--- config.mk ---
export PLATFORM = sky130hd
export DESIGN_NAME = mdu
export DESIGN_NICKNAME = d
export VERILOG_FILES = /design/src/rtl/mdu.sv
export SDC_FILE = /design/constraint.sdc
export NUM_CORES = 2
export LEC_CHECK = 0
export ABC_AREA = 1
export BUFFER_PORTS_ARGS = -buffer_cell sky130_fd_sc_hd__buf_2
export CAP_MARGIN = 15
export CORE_MARGIN = 5
export CORE_UTILIZATION = 45
export DETAILED_ROUTE_END_ITERATION = 8
export REMOVE_ABC_BUFFERS = 1
export SLEW_MARGIN = 30
export SYNTH_ARGS = -nofsm -noshare
export SYNTH_HDL_FRONTEND = slang
export SYNTH_SLANG_ARGS = --single-unit
--- constraint.sdc ---
create_clock -name clk -period 9.5 [get_ports clk]
set_input_delay 0.475 -clock clk [delete_from_list [all_inputs] [get_ports clk]]
set_output_delay 0.475 -clock clk [all_outputs]
set_load 0.05 [all_outputs]
--- src/rtl/mdu.sv ---
// Multiply/divide unit with architectural HI/LO registers.
// MULT/MULTU (and DIV/DIVU when built with MDU_DIV_EN) hold busy for a fixed
// number of cycles, then write HI/LO and pulse done. MTHI/MTLO finish in one cycle.
// Build option: define MDU_DIV_EN to include the divider; otherwise DIV/DIVU are no-ops.
module mdu #(
  parameter int MULT_CYCLES = 5,
  parameter int DIV_CYCLES  = 10
) (
  input  logic        clk,
  input  logic        rst_n,
  input  logic        start,
  input  logic [2:0]  mdu_op,
  input  logic [31:0] src_a,
  input  logic [31:0] src_b,
  input  logic        cancel,
  output logic        busy,
  output logic        done,
  output logic [31:0] hi,
  output logic [31:0] lo
);

  typedef enum logic {IDLE, RUN} state_t;

  localparam logic [4:0] MULT_LOAD = 5'(MULT_CYCLES - 1);

  state_t      state_reg, state_next;
  logic [4:0]  cnt_reg, cnt_next;
  logic        done_reg, done_next;
  logic [31:0] hi_reg, hi_next;
  logic [31:0] lo_reg, lo_next;
  logic [31:0] a_reg, b_reg;
  logic        uns_reg;
  logic        load;
  logic        op_mul, op_div, op_mthi, op_mtlo;
  logic [31:0] res_hi, res_lo;
  logic [63:0] ext_a, ext_b, prod;

  assign op_mul  = (mdu_op[2:1] == 2'b00);
  assign op_mthi = (mdu_op == 3'b100);
  assign op_mtlo = (mdu_op == 3'b101);

`ifdef MDU_DIV_EN
  localparam logic [4:0] DIV_LOAD = 5'(DIV_CYCLES - 1);
  logic        div_reg;
  logic [31:0] mag_a, mag_b, quo_mag, rem_mag;
  logic        neg_q, neg_r;

  assign op_div = (mdu_op[2:1] == 2'b01);

  // Remember whether the accepted operation is a divide
  always_ff @(posedge clk or negedge rst_n) begin
    if (!rst_n)    div_reg <= 1'b0;
    else if (load) div_reg <= op_div;
  end

  // Divide on magnitudes, then restore signs; MIN/-1 falls out as MIN with remainder 0
  always_comb begin
    neg_q   = !uns_reg && (a_reg[31] ^ b_reg[31]);
    neg_r   = !uns_reg && a_reg[31];
    mag_a   = neg_r ? -a_reg : a_reg;
    mag_b   = (!uns_reg && b_reg[31]) ? -b_reg : b_reg;
    quo_mag = (mag_b == 32'd0) ? 32'd0 : mag_a / mag_b;
    rem_mag = (mag_b == 32'd0) ? 32'd0 : mag_a % mag_b;
  end
`else
  // Divider absent: DIV_CYCLES has no effect in this build
  logic [4:0] unused_div_cycles;
  assign unused_div_cycles = 5'(DIV_CYCLES);
  assign op_div = 1'b0;
`endif

  // Capture operands and signedness on the accepting edge
  always_ff @(posedge clk or negedge rst_n) begin
    if (!rst_n) begin
      a_reg   <= 32'd0;
      b_reg   <= 32'd0;
      uns_reg <= 1'b0;
    end else if (load) begin
      a_reg   <= src_a;
      b_reg   <= src_b;
      uns_reg <= mdu_op[0];
    end
  end

  // Result of the latched operation; a sign/zero-extended 64-bit product covers both multiplies
  always_comb begin
    ext_a  = {(uns_reg ? 32'd0 : {32{a_reg[31]}}), a_reg};
    ext_b  = {(uns_reg ? 32'd0 : {32{b_reg[31]}}), b_reg};
    prod   = ext_a * ext_b;
    res_hi = prod[63:32];
    res_lo = prod[31:0];
`ifdef MDU_DIV_EN
    if (div_reg) begin
      if (b_reg == 32'd0) begin
        res_hi = a_reg;
        res_lo = 32'hFFFF_FFFF;
      end else begin
        res_hi = neg_r ? -rem_mag : rem_mag;
        res_lo = neg_q ? -quo_mag : quo_mag;
      end
    end
`endif
  end

  // Next-state: accept in IDLE, count down in RUN, cancel wins over completion
  always_comb begin
    state_next = state_reg;
    cnt_next   = cnt_reg;
    done_next  = 1'b0;
    hi_next    = hi_reg;
    lo_next    = lo_reg;
    load       = 1'b0;
    case (state_reg)
      IDLE: begin
        if (start) begin
          if (op_mul) begin
            state_next = RUN;
            cnt_next   = MULT_LOAD;
            load       = 1'b1;
          end else if (op_div) begin
            state_next = RUN;
`ifdef MDU_DIV_EN
            cnt_next   = DIV_LOAD;
`endif
            load       = 1'b1;
          end else if (op_mthi) begin
            hi_next = src_a;
          end else if (op_mtlo) begin
            lo_next = src_a;
          end
        end
      end
      RUN: begin
        if (cancel) begin
          state_next = IDLE;
          cnt_next   = 5'd0;
        end else if (cnt_reg == 5'd0) begin
          state_next = IDLE;
          done_next  = 1'b1;
          hi_next    = res_hi;
          lo_next    = res_lo;
        end else begin
          cnt_next = cnt_reg - 5'd1;
        end
      end
      default: state_next = IDLE;
    endcase
  end

  // State, counter, done pulse and HI/LO registers
  always_ff @(posedge clk or negedge rst_n) begin
    if (!rst_n) begin
      state_reg <= IDLE;
      cnt_reg   <= 5'd0;
      done_reg  <= 1'b0;
      hi_reg    <= 32'd0;
      lo_reg    <= 32'd0;
    end else begin
      state_reg <= state_next;
      cnt_reg   <= cnt_next;
      done_reg  <= done_next;
      hi_reg    <= hi_next;
      lo_reg    <= lo_next;
    end
  end

  assign busy = (state_reg == RUN);
  assign done = done_reg;
  assign hi   = hi_reg;
  assign lo   = lo_reg;

endmodule

==> impl_results.md <==
* Adder-cell share of the synthesized area at 58.0%
* Number of buffers created by CTS at 17
* Layout Nets at 8,610
* Post-DP HPWL at 158 mm
* Synthesized-area fraction occupied by ao, oa, aoi and oai cells at 3.42%
* Mean instance size in the synthesized netlist at 8.23 um^2
* Number of hold violations in the final report at 0
* Critical path arrival at 9.56 ns
* Synth Warn # at 0
* Instance count of the mapped netlist at 6,762
* Maximum number of pins on one net before global-route repair at 70
* Number of detailed-route iterations in the first pass at 5
* Largest fanout of any net on the critical path at 40
* Horiz. Die Dim at 362 um
* IO Count at 137
* Worst setup path category: reg -> reg
* Post-Synth XOR/XNOR Area at 0.520%
* Clock period minus worst slack at 9.19 ns
* Most used flip-flop cell after synthesis: dfrtp_1
* Max stage delay cell, worst path: fa_1
* Highest attainable clock frequency at 109 MHz
* Iteration-0 DRC count of the detailed router at 3,615
* Final routed DRC violation total at 0
* Most prevalent standard cell on the critical path: fa_1
* All-Layer GR Usage at 29.2%
* Clock network latency to the later pin of the worst-skew pair at 0.53 ns
* Startpoint types: flip-flop
* Yosys reg bits at 136
* Type of element capturing the critical path: flip-flop
* Wire length of the first global-routing pass at 287 mm
* Outcome: finished clean
* Clock transition at path regs at 0.09 ns
* Residual antenna-violating net count after detailed routing at 0
* Share of post-route cells with drive strength above 1 at 7.02%
* Overall overflow remaining after global route at 0
* Post-detailed-routing wire length at 185 mm
* Sequential share of the synthesized area at 6.12%
* Internal reg-to-reg setup slack at 0.31 ns
* Slew at the pin closest to its max-slew limit at 0.971 ns
* Final setup viols at 0
* Via total after detailed routing at 42,900
* Die height at 362 um
* Proportion of register bits with asynchronous set or reset after synthesis at 100%
* Count of unique library cells instantiated by Yosys at 51
* # port buffers at 136
* Initial cell density of the core at 45.1%
* FP Rows at 129
* Clk root buf: clkbuf_16
* Buffer levels on the longest clock path at 2
* Hold_ws at 0.0450 ns
* Unrepaired setup endpoints after global routing: no
* Synth Area in Simple Gates at 13.5%
* Multiplexer share of the synthesized area at 0.972%
* Most frequent standard cell in the layout excluding fill and tap cells: inv_1
* # hold bufs at CTS at 0
* Clock skew after layout at 0.0224 ns
* Max-slew violation total from the final report at 0
* Max Cap Viol at 0
* Post-synthesis instance area at 55,600 um^2
* Final RePlAce weighted congestion at 1.03
* CTS sink cnt at 136
* Worst min path class: in -> async
* Via count of the first global-routing pass at 46,700
* Share of the cycle needed by the critical path after routing at 96.8%
* CORE AREA at 123,000 um^2
* Initial antenna violation count at 5
* Number of flops mapped to enable cells by yosys at 0
* TritonCTS clock tree: done
* Overall die area at 131,000 um^2
* Vias per cell at 5.06
* Fin Setup TNS at 0 ns
* Top library cells by usage in the layout, fill and taps aside: inv_1, fa_1, nand2_1, nor2_1, ha_1
* Detail-routed net length per standard cell at 21.8 um
* Max-slew headroom at 35.3%
* Main combinational cell family by area after synthesis: adder cells
* Relative area change from synthesis to final layout at 7.14%
* Slowest cell delay on critical path at 0.56 ns
* # Post-CTS Setup Buffers at 0
* Number of H-tree branching levels at 4
* CP required at 9.87 ns
kinds of logic (layout without fill, tap and decap cells):
group	count (synthesis)	in the layout
buf+inv	2576	2637
flops	136	136
xor+xnor	33	33
other cells	0	1
fa+ha+maj	1729	1729
compound gates	340	340
simple gates	1900	1900
mux	48	48
Yosys cell counts, types with 3 or more instances:
cell type | instances | area, um^2
nor2_2 | 9 | 56.3
a21oi_1 | 145 | 726
or2_2 | 19 | 119
buf_1 | 12 | 45.0
o21ai_0 | 93 | 465
nand2_1 | 1387 | 5210
xnor2_1 | 19 | 166
a31oi_1 | 44 | 275
dfrtp_1 | 136 | 3400
nand3b_1 | 9 | 67.6
o21ai_1 | 13 | 65.1
or2_1 | 4 | 25.0
nor4_1 | 6 | 37.5
fa_1 | 1419 | 28400
nand3_1 | 102 | 510
mux2_2 | 48 | 541
o21bai_1 | 14 | 105
inv_1 | 2271 | 8520
o21a_1 | 3 | 22.5
clkbuf_1 | 264 | 991
ha_1 | 310 | 3880
nor3_1 | 11 | 55.1
a21o_1 | 6 | 45.0
nand2_2 | 4 | 25.0
nor2_1 | 320 | 1200
buf_2 | 17 | 85.1
nand4_1 | 18 | 113
o21ai_2 | 7 | 61.3
xor2_1 | 14 | 123
a21oi_2 | 3 | 26.3
inv_2 | 11 | 41.3
per-layer routing:
metal / GRT usage [%] / wire, um / share of wire [%] / vias up
met4: 12.1 / 9390 / 5.1 / 0
met3: 5.00 / 13600 / 7.4 / 319
met2: 47.9 / 87300 / 47 / 1632
li1: - / - / - / 18800
met5: 0 / 0 / 0 / -
met1: 38.9 / 74400 / 40 / 22100
area by class of cell:
| type | count | area (um^2) |
|---|---|---|
| clock inverters | 15 | 198 |
| fillers | 12200 | 63700 |
| diodes | 1 | 2.50 |
| flip-flops and latches | 136 | 3410 |
| multi-input cells | 4050 | 42600 |
| well taps | 1637 | 2050 |
| clock buffers | 17 | 425 |
| inverters | 2282 | 8570 |
| repair buffers | 323 | 2390 |
through the flow:
| stage | instance area (um^2) | cells | util, % | setup slack, ns |
|---|---|---|---|---|
| final | 59600 | 8461 | 48.3 | 0.307 |
| after CTS | 59600 | 8460 | 48.3 | 0.304 |
| after global routing | 59600 | 8461 | 48.3 | 0.0132 |
| after detailed placement | 59000 | 8428 | 47.8 | 0.312 |
| after floorplan | 54500 | 6468 | - | 0.342 |
| after global placement | 59000 | 8428 | 47.8 | 0.347 |
worst max-delay path, delay by kind of cell, from the launching register on:
kind	cells	cell delay, ns
adder cells (fa/ha/maj)	10	4.86
AO/OA/AOI/OAI	5	1.46
flip-flops	1	0.52
AND/OR/NAND/NOR	7	1.29
buffers and inverters	8	0.83
final timing paths:
path | from | to | depth (start not counted)
max | uns_reg | hi[10] | 30
min | rst_n | b_reg[21] | 1
max reg2reg | uns_reg | hi[10] | 30
min reg2reg | cnt_reg[0] | cnt_reg[0] | 1
max in group asynchronous | rst_n | hi[3] | 2
min in group clk | cancel | done | 2
repair_timing:
item                       4_1_cts  5_1_grt
resized for setup                0        6
hold endpoints to repair         0        0
setup endpoints to repair        0        8
Power is left out: the tool's default activity adds up to more than one toggle a clock period on the data nets, which glitch-free logic cannot reach.
